$ cat src/rtl/alu_sched_pkg.sv
`default_nettype none
`timescale 1ns/1ps
// ============================================================================
// Module   : alu_sched_pkg
// Purpose  : Shared definitions for the ALU request scheduler. Holds the
//            opcode encoding that the external ALU uses, helpers that
//            classify opcodes, and the scheduler FSM state type.
// Contents : c_op_* opcode constants, is_legal_op(), is_mul(), state_t
// Revision : 1.0 - initial release
// ============================================================================
package alu_sched_pkg;

    // Opcode encoding, matching the ALU. 12..15 are unused and illegal.
    localparam logic [3:0] c_op_add  = 4'd0;
    localparam logic [3:0] c_op_sub  = 4'd1;
    localparam logic [3:0] c_op_and  = 4'd2;
    localparam logic [3:0] c_op_or   = 4'd3;
    localparam logic [3:0] c_op_nand = 4'd4;
    localparam logic [3:0] c_op_mul  = 4'd5;
    localparam logic [3:0] c_op_ror  = 4'd6;
    localparam logic [3:0] c_op_sll  = 4'd7;
    localparam logic [3:0] c_op_min  = 4'd8;
    localparam logic [3:0] c_op_sne  = 4'd9;
    localparam logic [3:0] c_op_rol  = 4'd10;
    localparam logic [3:0] c_op_xnor = 4'd11;

    typedef enum logic [1:0] {
        IDLE = 2'd0,
        EXEC = 2'd1,
        RESP = 2'd2
    } state_t;

    function automatic logic is_legal_op(input logic [3:0] op);
        case (op)
            c_op_add, c_op_sub, c_op_and, c_op_or,
            c_op_nand, c_op_mul, c_op_ror, c_op_sll,
            c_op_min, c_op_sne, c_op_rol, c_op_xnor: return 1'b1;
            default:                                 return 1'b0;
        endcase
    endfunction

    function automatic logic is_mul(input logic [3:0] op);
        return (op == c_op_mul);
    endfunction

endpackage
`default_nettype wire

$ cat src/rtl/alu_req_sched_rr_arbiter.sv
`default_nettype none
`timescale 1ns/1ps
// ============================================================================
// Module   : rr_arbiter
// Purpose  : Combinational round-robin picker. Searches the request vector
//            starting one position after the pointer, wrapping at NUM_REQ,
//            and returns the first set bit.
// Ports    : req       [NUM_REQ]  request vector
//            ptr       [IDW]      index of the most recent grant
//            grant     [NUM_REQ]  one-hot grant (zero when nothing requested)
//            grant_idx [IDW]      index of the granted bit
//            found     [1]        at least one request present
// Revision : 1.0 - initial release
// ============================================================================
module rr_arbiter #(
    parameter int NUM_REQ = 4
) (
    input  logic [NUM_REQ-1:0]         req,
    input  logic [$clog2(NUM_REQ)-1:0] ptr,
    output logic [NUM_REQ-1:0]         grant,
    output logic [$clog2(NUM_REQ)-1:0] grant_idx,
    output logic                       found
);

    localparam int c_idw = $clog2(NUM_REQ);

    logic [c_idw-1:0] w_idx;
    int               w_sum;

    // Offsets 1..NUM_REQ from the pointer; the last offset is the pointer
    // itself, so a lone requester that was just served can win again.
    always_comb begin
        grant     = '0;
        grant_idx = '0;
        found     = 1'b0;
        w_sum     = 0;
        w_idx     = '0;
        for (int k = 1; k <= NUM_REQ; k++) begin
            w_sum = int'(ptr) + k;
            if (w_sum >= NUM_REQ) begin
                w_sum = w_sum - NUM_REQ;
            end
            w_idx = c_idw'(w_sum);
            if (!found && req[w_idx]) begin
                grant[w_idx] = 1'b1;
                grant_idx    = w_idx;
                found        = 1'b1;
            end
        end
    end

endmodule
`default_nettype wire

$ cat src/rtl/alu_req_sched.sv
`default_nettype none
`timescale 1ns/1ps
// ============================================================================
// Module   : alu_req_sched
// Purpose  : Time-shares one external combinational ALU among NUM_REQ
//            requesters. One request is granted at a time (round-robin),
//            its fields are held on the alu_* outputs for the op latency,
//            and the ALU result/flags are returned on a valid/ready
//            response port tagged with the requester index.
// Ports    : clk, rst_n (async, active low)
//            req_valid/req_ready, req_opcode/req_a/req_b/req_shift (packed)
//            alu_opcode/alu_input1/alu_input2/alu_shift -> ALU
//            alu_result/alu_carry/alu_zero/alu_ovf      <- ALU
//            rsp_valid/rsp_ready, rsp_id, rsp_result, rsp_flags{ovf,zero,carry},
//            rsp_err (illegal opcode)
// Config   : ALU_REQ_SCHED_STATS_EN adds stat_clr (in) and grant_cnt (out,
//            16 bits per requester, saturating accept counters).
// Revision : 1.0 - initial release
// ============================================================================
module alu_req_sched
    import alu_sched_pkg::*;
#(
    parameter int NUM_REQ     = 4,
    parameter int WIDTH       = 16,
    parameter int MUL_LATENCY = 2
) (
    input  logic                       clk,
    input  logic                       rst_n,
    input  logic [NUM_REQ-1:0]         req_valid,
    output logic [NUM_REQ-1:0]         req_ready,
    input  logic [4*NUM_REQ-1:0]       req_opcode,
    input  logic [WIDTH*NUM_REQ-1:0]   req_a,
    input  logic [WIDTH*NUM_REQ-1:0]   req_b,
    input  logic [5*NUM_REQ-1:0]       req_shift,
    output logic [3:0]                 alu_opcode,
    output logic [WIDTH-1:0]           alu_input1,
    output logic [WIDTH-1:0]           alu_input2,
    output logic [4:0]                 alu_shift,
    input  logic [WIDTH-1:0]           alu_result,
    input  logic                       alu_carry,
    input  logic                       alu_zero,
    input  logic                       alu_ovf,
    output logic                       rsp_valid,
    input  logic                       rsp_ready,
    output logic [$clog2(NUM_REQ)-1:0] rsp_id,
    output logic [WIDTH-1:0]           rsp_result,
    output logic [2:0]                 rsp_flags,
    output logic                       rsp_err
`ifdef ALU_REQ_SCHED_STATS_EN
    ,
    input  logic                       stat_clr,
    output logic [16*NUM_REQ-1:0]      grant_cnt
`endif
);

    localparam int c_idw  = $clog2(NUM_REQ);
    localparam int c_cntw = (MUL_LATENCY > 1) ? $clog2(MUL_LATENCY) : 1;
    localparam logic [c_cntw-1:0] c_mul_cnt = c_cntw'(MUL_LATENCY - 1);

    state_t              r_state;
    logic [c_idw-1:0]    r_ptr;
    logic [c_cntw-1:0]   r_cnt;
    logic [3:0]          r_op;
    logic [WIDTH-1:0]    r_a;
    logic [WIDTH-1:0]    r_b;
    logic [4:0]          r_sh;

    logic [NUM_REQ-1:0]  w_grant;
    logic [c_idw-1:0]    w_gidx;
    logic                w_found;
    logic [3:0]          w_op;
    logic [WIDTH-1:0]    w_a;
    logic [WIDTH-1:0]    w_b;
    logic [4:0]          w_sh;

    rr_arbiter #(
        .NUM_REQ   (NUM_REQ)
    ) u_arb (
        .req       (req_valid),
        .ptr       (r_ptr),
        .grant     (w_grant),
        .grant_idx (w_gidx),
        .found     (w_found)
    );

    // Fields of the requester that would be granted this cycle.
    assign w_op = req_opcode[int'(w_gidx) * 4 +: 4];
    assign w_a  = req_a[int'(w_gidx) * WIDTH +: WIDTH];
    assign w_b  = req_b[int'(w_gidx) * WIDTH +: WIDTH];
    assign w_sh = req_shift[int'(w_gidx) * 5 +: 5];

    // The accept strobe is combinational so the grant and the operand latch
    // happen in the same cycle. It is masked while rst_n is low so that no
    // requester sees an accept for an op the held-in-reset registers drop.
    assign req_ready = (rst_n && (r_state == IDLE)) ? w_grant : '0;

    // The ALU is driven only from registers; they change only on a grant.
    assign alu_opcode = r_op;
    assign alu_input1 = r_a;
    assign alu_input2 = r_b;
    assign alu_shift  = r_sh;

    always_ff @(posedge clk or negedge rst_n) begin
        if (!rst_n) begin
            r_state    <= IDLE;
            r_ptr      <= c_idw'(NUM_REQ - 1);
            r_cnt      <= '0;
            r_op       <= '0;
            r_a        <= '0;
            r_b        <= '0;
            r_sh       <= '0;
            rsp_valid  <= 1'b0;
            rsp_id     <= '0;
            rsp_result <= '0;
            rsp_flags  <= '0;
            rsp_err    <= 1'b0;
        end else begin
            case (r_state)
                IDLE: begin
                    if (w_found) begin
                        r_ptr  <= w_gidx;
                        rsp_id <= w_gidx;
                        r_op   <= w_op;
                        r_a    <= w_a;
                        r_b    <= w_b;
                        r_sh   <= w_sh;
                        if (is_legal_op(w_op)) begin
                            r_state <= EXEC;
                            r_cnt   <= is_mul(w_op) ? c_mul_cnt : '0;
                        end else begin
                            // Illegal ops bypass the ALU and answer at once.
                            r_state    <= RESP;
                            rsp_valid  <= 1'b1;
                            rsp_err    <= 1'b1;
                            rsp_result <= '0;
                            rsp_flags  <= '0;
                        end
                    end
                end
                EXEC: begin
                    if (r_cnt != '0) begin
                        r_cnt <= r_cnt - 1'b1;
                    end else begin
                        r_state    <= RESP;
                        rsp_valid  <= 1'b1;
                        rsp_err    <= 1'b0;
                        rsp_result <= alu_result;
                        rsp_flags  <= {alu_ovf, alu_zero, alu_carry};
                    end
                end
                RESP: begin
                    // Returning to IDLE costs one cycle before the next grant.
                    if (rsp_ready) begin
                        rsp_valid <= 1'b0;
                        r_state   <= IDLE;
                    end
                end
                default: begin
                    r_state   <= IDLE;
                    rsp_valid <= 1'b0;
                end
            endcase
        end
    end

`ifdef ALU_REQ_SCHED_STATS_EN
    for (genvar gi = 0; gi < NUM_REQ; gi++) begin : g_stats
        logic [15:0] r_grant_cnt;

        // Clear has priority over a same-cycle accept; counting stops at max.
        always_ff @(posedge clk or negedge rst_n) begin
            if (!rst_n) begin
                r_grant_cnt <= '0;
            end else if (stat_clr) begin
                r_grant_cnt <= '0;
            end else if (req_ready[gi] && (r_grant_cnt != 16'hFFFF)) begin
                r_grant_cnt <= r_grant_cnt + 16'd1;
            end
        end

        assign grant_cnt[gi*16 +: 16] = r_grant_cnt;
    end
`endif

endmodule
`default_nettype wire

$ cat config.mk
export PLATFORM = sky130hd
export DESIGN_NAME = alu_req_sched
export DESIGN_NICKNAME = d
export VERILOG_FILES = /design/src/rtl/alu_sched_pkg.sv /design/src/rtl/alu_req_sched_rr_arbiter.sv /design/src/rtl/alu_req_sched.sv
export SDC_FILE = /design/constraint.sdc
export NUM_CORES = 1
export LEC_CHECK = 0
export BUFFER_PORTS_ARGS = -buffer_cell sky130_fd_sc_hd__buf_2
export CORE_ASPECT_RATIO = 0.9
export CORE_MARGIN = 4
export CORE_UTILIZATION = 40
export DETAILED_ROUTE_END_ITERATION = 10
export PLACE_DENSITY_LB_ADDON = 0.1
export SYNTH_ARGS = -nofsm -noshare
export SYNTH_HDL_FRONTEND = slang
export SYNTH_SLANG_ARGS = --single-unit
$ cat constraint.sdc
create_clock -name clk -period 4.4 [get_ports clk]
set_input_delay 0.88 -clock clk [delete_from_list [all_inputs] [get_ports clk]]
set_output_delay 0.88 -clock clk [all_outputs]
set_load 0.01 [all_outputs]
== After elaboration in Yosys (flattened, before gate mapping) ==
Memory sizes are Yosys's and may differ from the RTL's.
Cells that the tools add are included.
Widths: inputs -> output; s select.

* Register bits after elaboration: 69
* Bits in latches: 0
* RAM bits: 0
* Bits in read-only memories: 16
* Bits of input ports: 190
* Output and inout port bits: 68
* Logic and storage cells: 128
* Memories: 1

* Add/sub/neg operators: 9
* $mul: 1
* Div/mod/pow operators: 0
* Magnitude comparators: 12
* Eq/ne operators: 8
* Shift-type cells: 4
* Multiplexer cells: 60
* Bitwise gates (word level): 3
* Reduce and logical (&&, ||, !) cells: 18

{| class="wikitable"
|+ Memory list
! name !! words !! bits a word !! rd ports !! clocked after Yosys merged registers in !! wr ports !! RTL line !! RTL
|-
| (name not given) || 16 || 1 || 1 || 0 || 0 || alu_sched_pkg.sv:34 || <nowiki>case (op)</nowiki>
|}

{| class="wikitable"
|+ Operators by type and width
! kind !! number
|-
| $shiftx 64x7->16 || 2
|-
| $mux 16 || 3
|-
| $pmux 16 s2 || 1
|-
| $mux 2 || 12
|-
| $mux 1 || 23
|-
| $mux 4 || 5
|-
| $shiftx 20x6->5 || 1
|-
| $shiftx 16x5->4 || 1
|-
| $lt 2x3->1 const B || 4
|-
| $or 4x4->4 || 3
|-
| $ge 3x3->1 const B || 3
|-
| $mux 3 || 3
|-
| $bmux 1 s2 || 4
|-
| $demux 1 s2 || 4
|-
| $ge 2x1->1 const B || 4
|-
| $logic_and 1x1->1 || 8
|-
| $reduce_and 4->1 || 2
|-
| $sub 2x1->2 const B || 4
|-
| $add 2x2->3 const B || 2
|-
| $ne 2x2->1 const B || 3
|-
| $pmux 2 s3 || 1
|-
| $pmux 3 s2 || 1
|-
| $reduce_and 3->1 || 2
|-
| $mul 2x3->5 const B || 1
|-
| 14 further kinds || 18
|}

== Depth between registers and ports, before layout ==
Gate-level depths: netlist (run 1).
An unclocked memory read counts as a cell.

* Depth in word-level cells: 22
* Mapped depth: 13
* Gate-level depth less buffers: 9

== Hierarchy ==
Synthesis (run 1) repeated with hierarchy kept, for this count alone.

* Cell total of the unflattened synthesis: 333
* Area total of the unflattened synthesis: 4347.9 um2

{| class="wikitable"
|+ By module, submodules not included
! module !! instances !! cells an instance !! area an instance (um2) !! seq. area each (um2)
|-
| alu_req_sched || 1 || 265 || 3822.4 || 1729.2
|-
| rr_arbiter || 1 || 68 || 525.5 || 0.0
|}

== Least setup slack after synthesis (run 1) ==
Ideal clock, no wire load.

* Path kind: register to register
* Start point: reg r_ptr[0]
* End point: reg r_a[0] (netlist: alu_input1[0])
* Library setup time: 125 ps
* Data arrival time: 3996 ps
* Required time: 4275 ps
* Setup slack: 279 ps
* Stages on the path, launching flop included: 14
* Path buffers: 4
* Clock period less this slack: 4121 ps
* Cells stage by stage: dfstp_2 > buf_2 > clkbuf_1 > clkinv_1 > ha_1 > mux4_2 > nor2b_4 > buf_4 > o21bai_2 > a221o_2 > nand2_4 > buf_6 > mux4_2 > mux2_2

* Word-level cells in the longest chain between the ends: 16
* Elaborated cells on any way between the ends: 40
* Those cells by class: add/sub (8); order compare (4); shift (1); mux (20); reduce/logical (7)

{| class="wikitable"
|+ Ends and longest elaborated chain
! element !! RTL line !! RTL
|-
| start: declaration || alu_req_sched.sv:61 || <nowiki>logic [c_idw-1:0] r_ptr;</nowiki>
|-
| start signal: assignment || alu_req_sched.sv:106 || <nowiki>r_ptr <= c_idw'(NUM_REQ - 1);</nowiki>
|-
| start signal: assignment || alu_req_sched.sv:121 || <nowiki>r_ptr <= w_gidx;</nowiki>
|-
| $add 2x1->3 || alu_req_sched_rr_arbiter.sv:39 || <nowiki>w_sum = int'(ptr) + k;</nowiki>
|-
| $ge 3x3->1 / $sub 2x1->2 (equally long branches) || alu_req_sched_rr_arbiter.sv:40, alu_req_sched_rr_arbiter.sv:41 ||
|-
| $mux 2 || alu_req_sched_rr_arbiter.sv:40 || <nowiki>if (w_sum >= NUM_REQ) begin</nowiki>
|-
| $bmux 1 s2 || alu_req_sched_rr_arbiter.sv:44 || <nowiki>if (!found && req[w_idx]) begin</nowiki>
|-
| $mux 1 (implied by the code) || alu_req_sched_rr_arbiter.sv:44 ||
|-
| $mux 1 || alu_req_sched_rr_arbiter.sv:44 ||
|-
| $logic_not 1->1 || alu_req_sched_rr_arbiter.sv:44 ||
|-
| $logic_and 1x1->1 || alu_req_sched_rr_arbiter.sv:44 ||
|-
| $mux 1 || alu_req_sched_rr_arbiter.sv:44 ||
|-
| $logic_not 1->1 || alu_req_sched_rr_arbiter.sv:44 ||
|-
| $logic_and 1x1->1 || alu_req_sched_rr_arbiter.sv:44 ||
|-
| $mux 1 || alu_req_sched_rr_arbiter.sv:44 ||
|-
| $logic_not 1->1 || alu_req_sched_rr_arbiter.sv:44 ||
|-
| $logic_and 1x1->1 || alu_req_sched_rr_arbiter.sv:44 ||
|-
| $mux 2 / $mux 1 (equally long branches) || alu_req_sched_rr_arbiter.sv:44 ||
|-
| $shiftx 64x7->16 / $reduce_and 2->1 (equally long branches) || -- ||
|-
| end signal: assignment || alu_req_sched.sv:124 || <nowiki>r_a <= w_a;</nowiki>
|-
| end: declaration || alu_req_sched.sv:64 || <nowiki>logic [WIDTH-1:0] r_a;</nowiki>
|}

Several ways; a longest one is shown, not always the timed one. The select of a mux whose other input is x is not followed.
A chain may end at the register's enable or synchronous reset.

== Worst setup path after layout (run 1) ==
* Start point: reg r_ptr[1]
* End point: out req_ready[2]

* Word-level cells in the longest chain between the ends: 16
* Elaborated cells on any way between the ends: 61
* Those cells by class: add/sub (8); order compare (12); mux (28); bitwise (3); reduce/logical (10)

{| class="wikitable"
|+ Ends and longest elaborated chain
! element !! RTL line !! RTL
|-
| parallel branches: the longest is 14 deep, another holds $add 2x1->3 || -- ||
|-
| $mux 4 (*) || alu_req_sched_rr_arbiter.sv:44 ||
|-
| $mux 4 (*) || alu_req_sched.sv:95 || <nowiki>assign req_ready = (rst_n && (r_state == IDLE)) ? w_grant : '0;</nowiki>
|-
| end: declaration || alu_req_sched.sv:30 || <nowiki>output logic [NUM_REQ-1:0] req_ready,</nowiki>
|}

Mark *: on every way between the ends. The select of a mux whose other input is x is not followed.

==> results.ini, run 1 <==
[job]
max_cap_violations=0

[critical_path]
cp.required_ps=3520
crit_start=r_ptr[1]$_DFFE_PN1P_
critical_path.slowest_cell=mux4_2
r2r_cells=10
r2r-end=alu_input1[10]$_DFFE_PN0P_
path_max_fanout=9
cp_slowest_stage_delay_ps=630
path_cells=inv_1, ha_1, mux4_2, nor3_1, and2_1, a221oi_1, nor2_1, buf_2
start_kind=flip-flop
path_class=reg2out
worstSetupEndpointType=output port
crit-reg2reg-launch=r_ptr[1]$_DFFE_PN1P_
ff2ff_setup_slack_ps=530
critPathArrivalTime_ps=3080

[die]
rows=36
io_pins=258
initial_core_util_pct=41.1
design.core.area_sq_mm=0.0109
die_area_sq_mm=0.0130
die_w_microns=120
die_h_microns=108

[clock_network]
clockRootBuffer=clkbuf_16
cts_buffer_depth=2
cts-hold-fix-buffers=0
cts_tree=done
cts.sinks=69
clk_latency_ps=330
cts_buffers=9
post-cts-setup-buffer-count=0
cts-resized-gates=0
clkTransAtPathRegs_ps=60
htreeDepth=3

[yosys]
yosys.area.top_type_share_pct=37.4
synth_area_leaders=dfrtp_1 37%, mux4_2 21%, mux2_2 10%
ys_warn_count=0
yosys-top-cells-count=67 x dfrtp_1, 41 x mux2_2, 41 x mux4_2
synth_top_family_by_area=multiplexers
yosys.area.top_type=dfrtp_1
syn_area_sq_mm=0.00448
syn_inst=371
synth_cell_types=50
avgSynthCellArea_sq_um=12.1
seq_area_frac_synth_pct=38.6
synth_compound_area_share_pct=13.8
yosys.area_share.simple_pct=9.13
synth.area.mux_share_pct=32.2
syn-num-nets=569
synth-xor-area-share_pct=0
synth_enable_flop_cells=0
yosysMostFrequentCell=dfrtp_1
synthFlopType=dfrtp_1
synth_seq_cells=69
async_flop_share_pct=100
synth_fa_ha_area_share_pct=2.23

[placed_design]
gp_congestion=0.926
postPlaceCellArea_sq_mm=0.00590
io_buffers=257
post-place-ws_ps=505
dp_hpwl_mm=11.2
dp.cells=762

[sta]
rsz0062_at_grt=no
setup_ws_ps=444
final_hold_viol_count=0
timing.fmax_ghz=0.253
finalSetupTns_ps=0
slew_headroom_pct=34.6
finalMaxSlewViolations=0
tightest_slew_ps=982
period_minus_slack_ps=3960
setup_viol=0
fin_crit_sh_pct=89.9
whs_ps=494
fin_skew_ps=5.30

[global_routing]
first_global_vias=4170
busiest_layer=met2
grt_pass1_wl_mm=21.5
antenna_found_initial=0
use_met3_pct=6.33
grt_max_degree=70
gr-usage-met2_pct=35.7
grt_usage_pct=21.3
grt-ovfl-total=0
use_met1_pct=27.3

[routing]
drc=0
drtIter0Drc=345
vias_per_cell=5.35
ant_nets=0
firstDrtPassIters=5
via_count=4159
finalWirelength_mm=14.4
wl_per_cell_microns=18.5

[power_and_ir_drop]
p_per_area_mw_per_mm2=936
switching_power_mw=2.36
internal-power_mw=3.46
comb_power_share_pct=64.8
clockPowerShare_pct=13.6
switching_share_pct=40.5
p_leak_nw=2.94
power_frac_seq_pct=21.6
vdd_ir_drop_max_v=0.000509

[final_layout]
syn2layout_area_growth_pct=38.9
fin_cells=778
nNetsFinal=819
antennaDiodeCount=0
nFillCells=965
layout-drive-gt1-share_pct=60.1
stdcell_area_sq_mm=0.00623

[min_path]
whs_path_depth=2
hold_start=alu_opcode[0]$_DFFE_PN0P_
worstHoldPathType=reg2reg
holdPathEnd=alu_opcode[0]$_DFFE_PN0P_

[status]
status=completed

==> worst max-delay path by stage <==
stage	endpoint	cells past startpoint	slack (ps)
floorplan	alu_input1[0]$_DFFE_PN0P_	13	280
global placement	alu_input1[11]$_DFFE_PN0P_	9	590
detailed placement	alu_shift[1]$_DFFE_PN0P_	9	510
CTS	req_ready[2]	8	450
global route	req_ready[2]	8	260
finish	req_ready[2]	8	440
==> power groups by stage <==
stage / clock network, mW / logic (mW) / registers, mW
finish: 0.790 / 3.78 / 1.26
global route: 0.831 / 4.12 / 1.31
CTS: 0.810 / 3.84 / 1.26
detailed placement: 0 / 3.84 / 1.26
global placement: 0 / 3.74 / 1.26
floorplan: 0 / 2.81 / 1.34
==> stage by stage <==
stage               utilization [%]  power [mW]
detailed placement             54.1        5.10
floorplan                         -        4.16
CTS                            57.1        5.91
global placement               54.1        5.00
global route                   57.1        6.27
finish                         57.1        5.83
==> area by class of cell <==
cell class	count	area (sq um)	share of cell area, %
clock buffer	12	256	4.12
clock inverter	4	70.1	1.13
inverter	6	22.5	0.362
multi-input combinational	266	2580	41.5
sequential	69	1730	27.8
tap	152	190	3.05
timing repair buffer	269	1380	22.1
==> flip-flops by register name, indices dropped and copies added, names as in the netlist <==
register and cells:
alu_input1 16, alu_input2 16, rsp_result 16, alu_shift 5, alu_opcode 4, rsp_flags 3, r_ptr 2, r_state 2
rsp_id 2, r_cnt 1, rsp_err 1, rsp_valid 1
==> placed cells by master, fill, tap and decap left out, types with 6 or more instances in the layout <==
cell / n
a22oi_1: 23
and2_1: 6
buf_2: 257
buf_4: 12
clkbuf_16: 9
dfrtp_1: 67
ha_1: 8
mux2_2: 41
mux2i_1: 6
mux4_2: 41
nand2_1: 31
nor2_1: 24
o21ai_0: 27
==> metal layers <==
metal	vias up	share of wire (%)	wire (microns)
li1	1942	-	-
met1	2013	40	5770
met2	189	50	7270
met3	15	8.1	1170
met4	0	1.3	191
met5	-	0	0
==> critical path: cells and delay by family, from the launching register on <==
family,cells,cell delay [ps]
simple gates,3,680
flops,1,620
compound gates,1,120
buf+inv,2,280
mux,1,630
fa+ha+maj,1,410
==> cells by family (layout without fill, tap and decap cells) <==
family / after synthesis / count (layout)
buffers and inverters: 36 / 291
adder cells (fa/ha/maj): 8 / 8
AND/OR/NAND/NOR: 83 / 83
flip-flops: 69 / 69
multiplexers: 88 / 88
AO/OA/AOI/OAI: 87 / 87
Power figures use the tool's default switching activity.
==> run 2: changes to the inputs <==
--- a/config.mk
+++ b/config.mk
@@ -5,7 +5,7 @@
 export SDC_FILE = /design/constraint.sdc
 export NUM_CORES = 1
 export LEC_CHECK = 0
-export BUFFER_PORTS_ARGS = -buffer_cell sky130_fd_sc_hd__buf_2
+export BUFFER_PORTS_ARGS = -buffer_cell sky130_fd_sc_hd__clkbuf_2
 export CORE_ASPECT_RATIO = 0.9
 export CORE_MARGIN = 4
 export CORE_UTILIZATION = 40
@@ -13,4 +13,5 @@
 export PLACE_DENSITY_LB_ADDON = 0.1
 export SYNTH_ARGS = -nofsm -noshare
 export SYNTH_HDL_FRONTEND = slang
+export SYNTH_HIERARCHICAL = 1
 export SYNTH_SLANG_ARGS = --single-unit
==> run 2 against run 1 <==
  * Cell area is 3.9% lower
  * Total power is 14% lower
  * Worst setup slack better by 240 ps
  * Flip-flop and latch count stayed put
  * Clock skew is 0.89 ps higher
  * Non-clock buffer count is 6 lower
  * Synthesized cell count is 10% lower
==> results.ini, run 2 <==
[final_layout]
layout-drive-gt1-share_pct=66.9  ; +6.8 points
syn2layout_area_growth_pct=37.6
mostFrequentLayoutCell=clkbuf_2
antennaDiodeCount=0  ; unchanged
final_cell_mix=256 x clkbuf_2, 67 x dfrtp_1, 45 x mux2_2, 42 x mux4_2, 32 x nand2_1
nNetsFinal=777  ; -5.1%

[die]
initial_core_util_pct=41.7  ; +0.60 points
design.core.area_sq_mm=0.0104  ; -4.4%
die_area_sq_mm=0.0126  ; -2.8%
io_pins=258  ; unchanged
rows=35  ; -2.8%
die_h_microns=107  ; -1.4%
die_w_microns=118  ; -1.4%

[sta]
timing.fmax_ghz=0.269  ; +6.4%
finalMaxSlewViolations=0  ; unchanged
fin_skew_ps=6.19  ; +0.892 ps
final_hold_viol_count=0  ; unchanged
setup_viol=0  ; unchanged
tightest_slew_ps=1240  ; +263 ps
period_minus_slack_ps=3720  ; -239 ps
rsz0062_at_grt=no
finalSetupTns_ps=0  ; unchanged
setup_ws_ps=683  ; +239 ps
slew_headroom_pct=16.7  ; -18 points
fin_crit_sh_pct=84.5  ; -5.4 points

[yosys]
syn-num-nets=531  ; -6.7%
syn_area_sq_mm=0.00435  ; -3.0%
yosys.area_share.simple_pct=6.73  ; -2.4 points
synth-xor-area-share_pct=0  ; unchanged
synth_top_family_by_area=multiplexers
ys_warn_count=6  ; +6
synth_enable_flop_cells=0  ; unchanged
synth_compound_area_share_pct=12.5  ; -1.4 points
yosys-top-cells-count=67 x dfrtp_1, 45 x mux2_2, 42 x mux4_2
synth.area.mux_share_pct=34.4  ; +2.1 points
avgSynthCellArea_sq_um=13.1  ; +8.1%
synth_seq_cells=69  ; unchanged
yosys.area.top_type_share_pct=38.6  ; +1.2 points
seq_area_frac_synth_pct=39.8  ; +1.2 points
synth_fa_ha_area_share_pct=2.30  ; +0.069 points
syn_inst=333  ; -10%
synth_area_leaders=dfrtp_1 39%, mux4_2 22%, mux2_2 12%
async_flop_share_pct=100  ; unchanged
synthFlopType=dfrtp_1
yosysMostFrequentCell=dfrtp_1
synth_cell_types=46  ; -8.0%
yosys.area.top_type=dfrtp_1

[power_and_ir_drop]
clockPowerShare_pct=14.2  ; +0.6 points
internal-power_mw=3.00  ; -13%
power_frac_seq_pct=25.6  ; +4.0 points
switching_share_pct=39.9  ; -0.68 points
comb_power_share_pct=60.2  ; -4.6 points
vdd_ir_drop_max_v=0.000358  ; -30%
p_leak_nw=2.88  ; -2.0%
switching_power_mw=1.99  ; -16%
p_per_area_mw_per_mm2=835  ; -11%
p_total_mw=4.99  ; -14%

[min_path]
worstHoldPathType=reg2reg

[clock_network]
cts_buffer_depth=2  ; unchanged
clk_latency_ps=320  ; about the same
clockRootBuffer=clkbuf_16
clkTransAtPathRegs_ps=60  ; about the same
cts_buffers=9  ; unchanged
cts-resized-gates=0  ; unchanged
cts.sinks=69  ; unchanged
cts_tree=done
htreeDepth=3  ; unchanged
cts-hold-fix-buffers=0  ; unchanged
post-cts-setup-buffer-count=0  ; unchanged

[routing]
firstDrtPassIters=4  ; -1
finalWirelength_mm=13.1  ; -8.9%
vias_per_cell=5.44  ; +1.7%
drc=0  ; unchanged
ant_nets=0  ; unchanged
drtIter0Drc=168  ; -51%
wl_per_cell_microns=18.4  ; -0.49%
via_count=3871  ; -6.9%

[critical_path]
critical_path.slowest_cell=dfstp_2
critPathBufInv=2  ; unchanged
worstSetupEndpointType=output port
start_kind=flip-flop
crit_family=flip-flops
path_cells=inv_2, ha_1, mux2i_4, o21ai_1, a221o_1, and3_1, clkbuf_2
path_max_fanout=17  ; +8
path_class=reg2out
critPathArrivalTime_ps=2840  ; -240 ps
cp.required_ps=3520  ; about the same
cp_slowest_stage_delay_ps=740  ; +110 ps

[global_routing]
antenna_found_initial=0  ; unchanged
grt-ovfl-total=0  ; unchanged
grt_pass1_wl_mm=20.9  ; -2.9%
grt_max_degree=70  ; unchanged
grt_usage_pct=20.6  ; -0.71 points
first_global_vias=4102  ; -1.6%

[placed_design]
dp_hpwl_mm=10.5  ; -6.5%
io_buffers=257  ; unchanged
gp_congestion=0.854  ; -7.7%
post-place-ws_ps=539  ; +33.6 ps

[job]
max_cap_violations=0  ; unchanged

[status]
status=completed

run 2: cell families after synthesis:
kind of cell	count (synthesis)
simple gates	60
mux	90
buf+inv	34
fa+ha+maj	8
flops	69
compound gates	72
run 2: final timing paths:
check | slack, ps | startpoint | cells past startpoint | end
max | 680 | r_ptr[0]$_DFFE_PN1P_ | 7 | req_ready[1]
min | 510 | rsp_id[1]$_DFFE_PN0P_ | 1 | rsp_id[1]$_DFFE_PN0P_
max reg2reg | 830 | r_ptr[0]$_DFFE_PN1P_ | 8 | rsp_valid$_DFFE_PN0P_
min reg2reg | 510 | rsp_id[1]$_DFFE_PN0P_ | 1 | rsp_id[1]$_DFFE_PN0P_
max in group asynchronous | 3020 | rst_n | 2 | rsp_id[0]$_DFFE_PN0P_
min in group asynchronous | 820 | rst_n | 2 | rsp_result[5]$_DFFE_PN0P_
run 2: per-layer routing:
| metal | global-route usage, % | up-vias | share of wire (%) | routed length, microns |
|---|---|---|---|---|
| li1 | - | 1783 | - | - |
| met1 | 25.1 | 1894 | 39 | 5140 |
| met4 | 4.77 | 0 | 1.8 | 230 |
| met5 | 0 | - | 0 | 0 |
| met3 | 5.12 | 20 | 6.3 | 821 |
| met2 | 37.1 | 174 | 53 | 6930 |
run 2: area by class of cell:
type	count	area (sq um)
Tap cell	129	161
Clock buffer	9	225
Clock inverter	6	65.1
Sequential cell	69	1730
Fill cell	898	4440
Timing Repair Buffer	263	1330
Multi-Input combinational cell	230	2440
Inverter	6	22.5
run 2: metrics by stage:
| stage | instance area, sq um | instances | hold WS (ps) | utilization (%) |
|---|---|---|---|---|
| 2_1_floorplan | 4350 | 333 | 529 | - |
| 3_3_place_gp | 5690 | 697 | 491 | 54.6 |
| 3_5_place_dp | 5690 | 697 | 495 | 54.6 |
| 4_1_cts | 5980 | 712 | 508 | 57.4 |
| 5_1_grt | 5980 | 712 | 517 | 57.4 |
| 6_report | 5980 | 712 | 506 | 57.4 |
run 2: power by group through the flow:
stage | Sequential, mW | Clock [mW] | Combinational (mW)
after floorplan | 1.34 | 0 | 2.20
after global placement | 1.28 | 0 | 2.98
after detailed placement | 1.29 | 0 | 3.06
after CTS | 1.28 | 0.730 | 3.06
after global routing | 1.33 | 0.760 | 3.31
final | 1.28 | 0.711 | 3.00
